$ cat config.mk
export PLATFORM = sky130hd
export DESIGN_NAME = reg_array_scan_ctrl
export DESIGN_NICKNAME = d
export VERILOG_FILES = /design/src/rtl/reg_array_scan_ctrl_pkg.sv /design/src/rtl/reg_array_scan_ctrl_tally.sv /design/src/rtl/reg_array_scan_ctrl.sv
export SDC_FILE = /design/constraint.sdc
export NUM_CORES = 1
export LEC_CHECK = 0
export CORE_AREA = 5 5 72 74
export CTS_BUF_LIST = sky130_fd_sc_hd__clkbuf_4 sky130_fd_sc_hd__clkbuf_8
export DETAILED_ROUTE_END_ITERATION = 10
export DIE_AREA = 0 0 77 79
export PLACE_DENSITY = 0.95
export SYNTH_ARGS = -nofsm -noshare
export SYNTH_HDL_FRONTEND = slang
export SYNTH_SLANG_ARGS = --single-unit
$ cat constraint.sdc
create_clock -name clk -period 2.48 [get_ports clk]
set_input_delay 0.744 -clock clk [delete_from_list [all_inputs] [get_ports clk]]
set_output_delay 0.744 -clock clk [all_outputs]
set_load 0.02 [all_outputs]
$ cat src/rtl/reg_array_scan_ctrl_pkg.sv
// reg_array_scan_ctrl_pkg: shared sizes, state/op encodings and row-mask helper
package reg_array_scan_ctrl_pkg;
  localparam int N = 4;
  localparam int ROWS = 4;
  localparam int COLS = 4;
  localparam int CELLS = ROWS * COLS;
  localparam int CW = $clog2(CELLS) + 1;
  localparam int SW_W = N * COLS;
  localparam int SEL_W = $clog2(CELLS);
  localparam int ROW_W = $clog2(ROWS);
  typedef enum logic [1:0] {
    ST_IDLE = 2'd0,
    ST_LOAD = 2'd1,
    ST_SCAN = 2'd2,
    ST_FIN  = 2'd3
  } state_t;
  localparam logic OP_LOAD = 1'b0;
  localparam logic OP_SCAN = 1'b1;
  function automatic logic [CELLS-1:0] row_mask(input logic [ROW_W-1:0] r);
    return {{(CELLS-COLS){1'b0}}, {COLS{1'b1}}} << (r * COLS);
  endfunction
endpackage

$ cat src/rtl/reg_array_scan_ctrl_tally.sv
// reg_array_scan_ctrl_tally: saturating up-counter with sync clear and enable
module reg_array_scan_ctrl_tally #(
  parameter int n = 5,
  parameter int max = 16
) (
  input  logic         clk,
  input  logic         clr,
  input  logic         en,
  output logic [n-1:0] q
);
  // count up on enable, hold at max, clear wins
  always_ff @(posedge clk)
    if (clr) q <= '0;
    else if (en && q != n'(max)) q <= q + n'(1);
endmodule

$ cat src/rtl/reg_array_scan_ctrl.sv
// reg_array_scan_ctrl: sequences row loads and a 16-cell compare scan of the register array
module reg_array_scan_ctrl
  import reg_array_scan_ctrl_pkg::*;
(
  input  logic             clk,
  input  logic             clr,
  input  logic             start,
  input  logic             op,
  input  logic [ROW_W-1:0] row_sel,
  input  logic [SW_W-1:0]  sw,
  input  logic             cmp_lt,
  input  logic             cmp_eq,
  input  logic             cmp_gt,
  output logic [CELLS-1:0] reg_ld,
  output logic [SW_W-1:0]  reg_din,
  output logic [SEL_W-1:0] cell_sel,
  output logic             busy,
  output logic             done,
  output logic [CW-1:0]    lt_cnt,
  output logic [CW-1:0]    eq_cnt,
  output logic [CW-1:0]    gt_cnt
);
  state_t state, nxt;
  logic [SEL_W-1:0] idx;
  logic [ROW_W-1:0] row_q;
  logic [CELLS-1:0] ld_nxt;
  logic tally, go_scan, cnt_clr, inc_lt, inc_eq, inc_gt;
  assign busy = state != ST_IDLE;
  assign cnt_clr = clr | go_scan;
  // state register
  always_ff @(posedge clk)
    if (clr) state <= ST_IDLE;
    else state <= nxt;
  // next state: load is one cycle, scan walks all cells, fin always returns to idle
  always_comb
    nxt = state == ST_IDLE ? (start ? (op == OP_LOAD ? ST_LOAD : ST_SCAN) : ST_IDLE) :
          state == ST_LOAD ? ST_FIN :
          state == ST_SCAN ? (idx == SEL_W'(CELLS-1) ? ST_FIN : ST_SCAN) : ST_IDLE;
  // output decode: next-cycle load mask, scan start, and one-hot tally by priority eq > lt > gt
  always_comb begin
    ld_nxt = state == ST_LOAD ? row_mask(row_q) : '0;
    go_scan = state == ST_IDLE && start && op == OP_SCAN;
    inc_eq = tally & cmp_eq;
    inc_lt = tally & ~cmp_eq & cmp_lt;
    inc_gt = tally & ~cmp_eq & ~cmp_lt & cmp_gt;
  end
  // request latch and cell index; index only runs in scan and wraps back to 0 on the last cell
  always_ff @(posedge clk)
    if (clr) begin
      row_q <= '0;
      reg_din <= '0;
      idx <= '0;
    end else begin
      if (state == ST_IDLE && start) begin
        row_q <= row_sel;
        reg_din <= sw;
      end
      idx <= state == ST_SCAN ? idx + SEL_W'(1) : '0;
    end
  // registered Moore outputs, one cycle behind the state that produces them
  always_ff @(posedge clk)
    if (clr) begin
      reg_ld <= '0;
      cell_sel <= '0;
      tally <= 1'b0;
      done <= 1'b0;
    end else begin
      reg_ld <= ld_nxt;
      cell_sel <= idx;
      tally <= state == ST_SCAN;
      done <= state == ST_FIN;
    end
  reg_array_scan_ctrl_tally #(.n(CW), .max(CELLS)) u_lt (.clk(clk), .clr(cnt_clr), .en(inc_lt), .q(lt_cnt));
  reg_array_scan_ctrl_tally #(.n(CW), .max(CELLS)) u_eq (.clk(clk), .clr(cnt_clr), .en(inc_eq), .q(eq_cnt));
  reg_array_scan_ctrl_tally #(.n(CW), .max(CELLS)) u_gt (.clk(clk), .clr(cnt_clr), .en(inc_gt), .q(gt_cnt));
endmodule
==> flow_summary.yaml, run 1 <==
detailed_routing:
  drc: 0
  postRouteAntennaNets: 0
  route.detailed.vias_per_inst: 5.12
  initialDrtViolationCount: 96
  dr_total_vias: 1854
  wl_mm: 4.72
  wl_per_cell_um: 13.0
  dr.pass1.iters: 5
pwr:
  p_sw_share_pct: 22.2
  seqPwrFrac_pct: 51.4
  p_comb_share_pct: 12.3
  power_density_nw_per_um2: 543
  p_clk_share_pct: 36.3
  power_w: 0.00161
  p_int_w: 0.00125
  p_switching_w: 0.000356
  p_leak_nw: 1.12
  irDropWorstVdd_v: 0.000408
cts:
  cts_max_path_buffers: 2
  cts_buffers: 5
  cts_resized: 0
  cts.sinks: 49
  cts_setup_buffers: 0
  postCtsHoldBufs: 0
  clk_pin_slew_ns: 0.08
  h-tree-depth: 2
  cts_root_buf: "clkbuf_8"
  worstSkewPairLatency_ns: 0.29
  cts_tree: "built"
logic_synthesis:
  synthCells: 238
  synth_nets: 274
  synth_top_area_share_pct: 47.0
  ys.flop_type: "dfxtp_1"
  synth-edff-count: 0
  yosys_warnings: 0
  async_flop_share_pct: 0
  ys_ff_latch: 49
  ys_top_cells_by_area: "dfxtp_1, nand2_1, a21oi_1"
  synth_cell_type_count: 34
  synth_area_per_cell_um2: 8.77
  synth_area_leader_cell: "dfxtp_1"
  ys_seq_area_share_pct: 47.0
  netlist_area_um2: 2090
timing:
  max-slew-margin-rel_pct: 62.3
  drv_slew: 0
  holdWs_ns: 0.458
  rsz0062_at_grt: "no"
  skew_ns: 0.00572
  tns_ns: 0
  hold_viol_final: 0
  clock.fmax_mhz: 466
  fin_crit_ns: 2.15
  setup_ws_ns: 0.334
  setup_viol: 0
  worst_slew_pin_slew_ns: 0.564
  fin_crit_sh_pct: 86.5
global_routing:
  grt_pass1_vias: 1726
  grt_pass1_wl_mm: 7.81
  grt_max_degree: 20
  antenna_found_initial: 0
  grt_overflow: 0
  track_usage_pct: 15.5
critical_path:
  path_cells: "clkdlybuf4s50_1"
  start_kind: "register"
  end_kind: "primary output"
  max_stage_delay_ns: 0.68
  rr_startpoint: "state[0]$_SDFF_PP0_"
  reg2reg_slack_ns: 0.91
  critPathSlowestCell: "clkdlybuf4s50_1"
  crit_fanout: 7
  critPathKind: "reg2out"
  critPathRequiredTime_ns: 1.74
  cp_top_family: "buffers and inverters"
  path_buf_inv: 1
  crit_start: "u_gt.q[2]$_SDFFE_PP0P_"
  crit_arrival_ns: 1.40
final_layout:
  fin_nets: 343
  antennaDiodeCount: 0
  drive_above_1_share_pct: 4.22
  area_growth_syn_to_layout_pct: 41.8
  final_cells: 362
  fillerInstances: 379
die:
  die_w_um: 77
  num_rows: 25
  core_um2: 4540
  die_h_um: 79
  io_pins: 78
  start_util_pct: 46.0
  dieArea_um2: 6080
place:
  placed_cells: 354
  dp_hpwl_mm: 3.70
  dp_slack_ns: 0.198
  place.gp.congestion: 0.817
  port_buffers: 77
flow_run:
  cap_violations: 0
min_path:
  hold_start: "reg_din[11]$_SDFFE_PP0P_"
  min-delay-path-class: "reg2reg"
outcome:
  outcome: "finished clean"
-- layout by cell type (no fill, tap or decap) --
cell             count
a21o_1               1
a21oi_1             34
a311o_1              1
a41o_1               1
and2_1               2
and3_1               1
and3b_1              2
buf_4                4
bufinv_16            1
clkbuf_4             1
clkbuf_8             6
clkdlybuf4s50_1     76
clkinv_1             1
dfxtp_1             49
dlymetal6s2s_1       1
ha_1                11
inv_1               12
nand2_1             47
nand2b_1             1
nand3_1              8
nand3b_1             2
nand4b_1             1
nand4bb_1            2
nand4bb_4            1
nor2_1               4
nor2b_1              6
nor3b_1              2
nor4bb_1             4
o21a_1               1
o21ai_0             12
o21ba_1              1
o31ai_1              1
or3_1                6
or4_1                3
xnor2_1              1
xor2_1               1
-- sequential cells by signal, indices dropped and copies added, names as in the netlist --
| signal | cells |
|---|---|
| tally | 1 |
| row_q | 2 |
| reg_din | 16 |
| u_lt.q | 5 |
| u_gt.q | 5 |
| done | 1 |
| u_eq.q | 5 |
| idx | 4 |
| reg_ld | 4 |
| cell_sel | 4 |
| state | 2 |
-- worst paths after layout --
check,end,cells past startpoint
max reg2reg,u_eq.q[2]$_SDFFE_PP0P_,6
min,reg_din[11]$_SDFFE_PP0P_,2
min reg2reg,reg_din[11]$_SDFFE_PP0P_,2
max,gt_cnt[2],1
-- power by group through the flow --
stage	logic (W)	clock network, W	registers, W
after CTS	0.000200	0.000597	0.000826
after floorplan	0.0000737	0	0.000867
after detailed placement	0.000199	0	0.000845
after global routing	0.000215	0.000642	0.000830
final	0.000197	0.000583	0.000826
after global placement	0.000195	0	0.000843
-- routing by layer --
layer / global-route usage (%) / up-vias / part of all wire, %
met5: 0 / - / 0
met4: 5.84 / 0 / 1.8
met3: 6.01 / 6 / 10
met2: 27.1 / 72 / 50
met1: 17.0 / 841 / 38
li1: - / 935 / -
-- stage by stage --
stage	instance area, um2	utilization [%]
after global placement	2840	62.5
after global routing	2960	65.2
final	2960	65.2
after floorplan	2090	-
after detailed placement	2840	62.5
after CTS	2960	65.2
-- cells in the mapped netlist (all sizes together) (2+ instances only) --
| library cell | count |
|---|---|
| dfxtp | 49 |
| and2 | 2 |
| or4 | 3 |
| nor3b | 2 |
| a21oi | 34 |
| or3 | 6 |
| nand3 | 8 |
| nor4bb | 4 |
| nand2 | 47 |
| nand3b | 2 |
| inv | 12 |
| nor2 | 4 |
| ha | 11 |
| nand4bb | 3 |
| and3b | 2 |
| nor2b | 6 |
| clkbuf | 4 |
| buf | 15 |
| o21ai | 12 |
-- cell families after synthesis --
group / after synthesis / synth area share (%)
flip-flops: 49 / 47.0
XOR/XNOR: 2 / 0.839
adder cells (fa/ha/maj): 11 / 6.59
buffers and inverters: 32 / 8.03
AO/OA/AOI/OAI: 52 / 13.5
AND/OR/NAND/NOR: 92 / 24.0
-- final cells by class --
class	count	area, um2	area share [%]
timing repair buffer	81	803	27.1
sequential	49	981	33.2
inverter	13	48.8	1.65
tap	54	67.6	2.28
clock inverter	1	30.0	1.01
multi-input combinational	157	938	31.7
clock buffer	7	90.1	3.04
Power figures use the tool's default switching activity.
==> run 2: changes to the inputs <==
--- a/config.mk
+++ b/config.mk
@@ -13,3 +13,4 @@
 export SYNTH_ARGS = -nofsm -noshare
 export SYNTH_HDL_FRONTEND = slang
 export SYNTH_SLANG_ARGS = --single-unit
+export TNS_END_PERCENT = 5
==> results of run 2 <==
Final layout, timing and power as in run 1 (identical DEF).
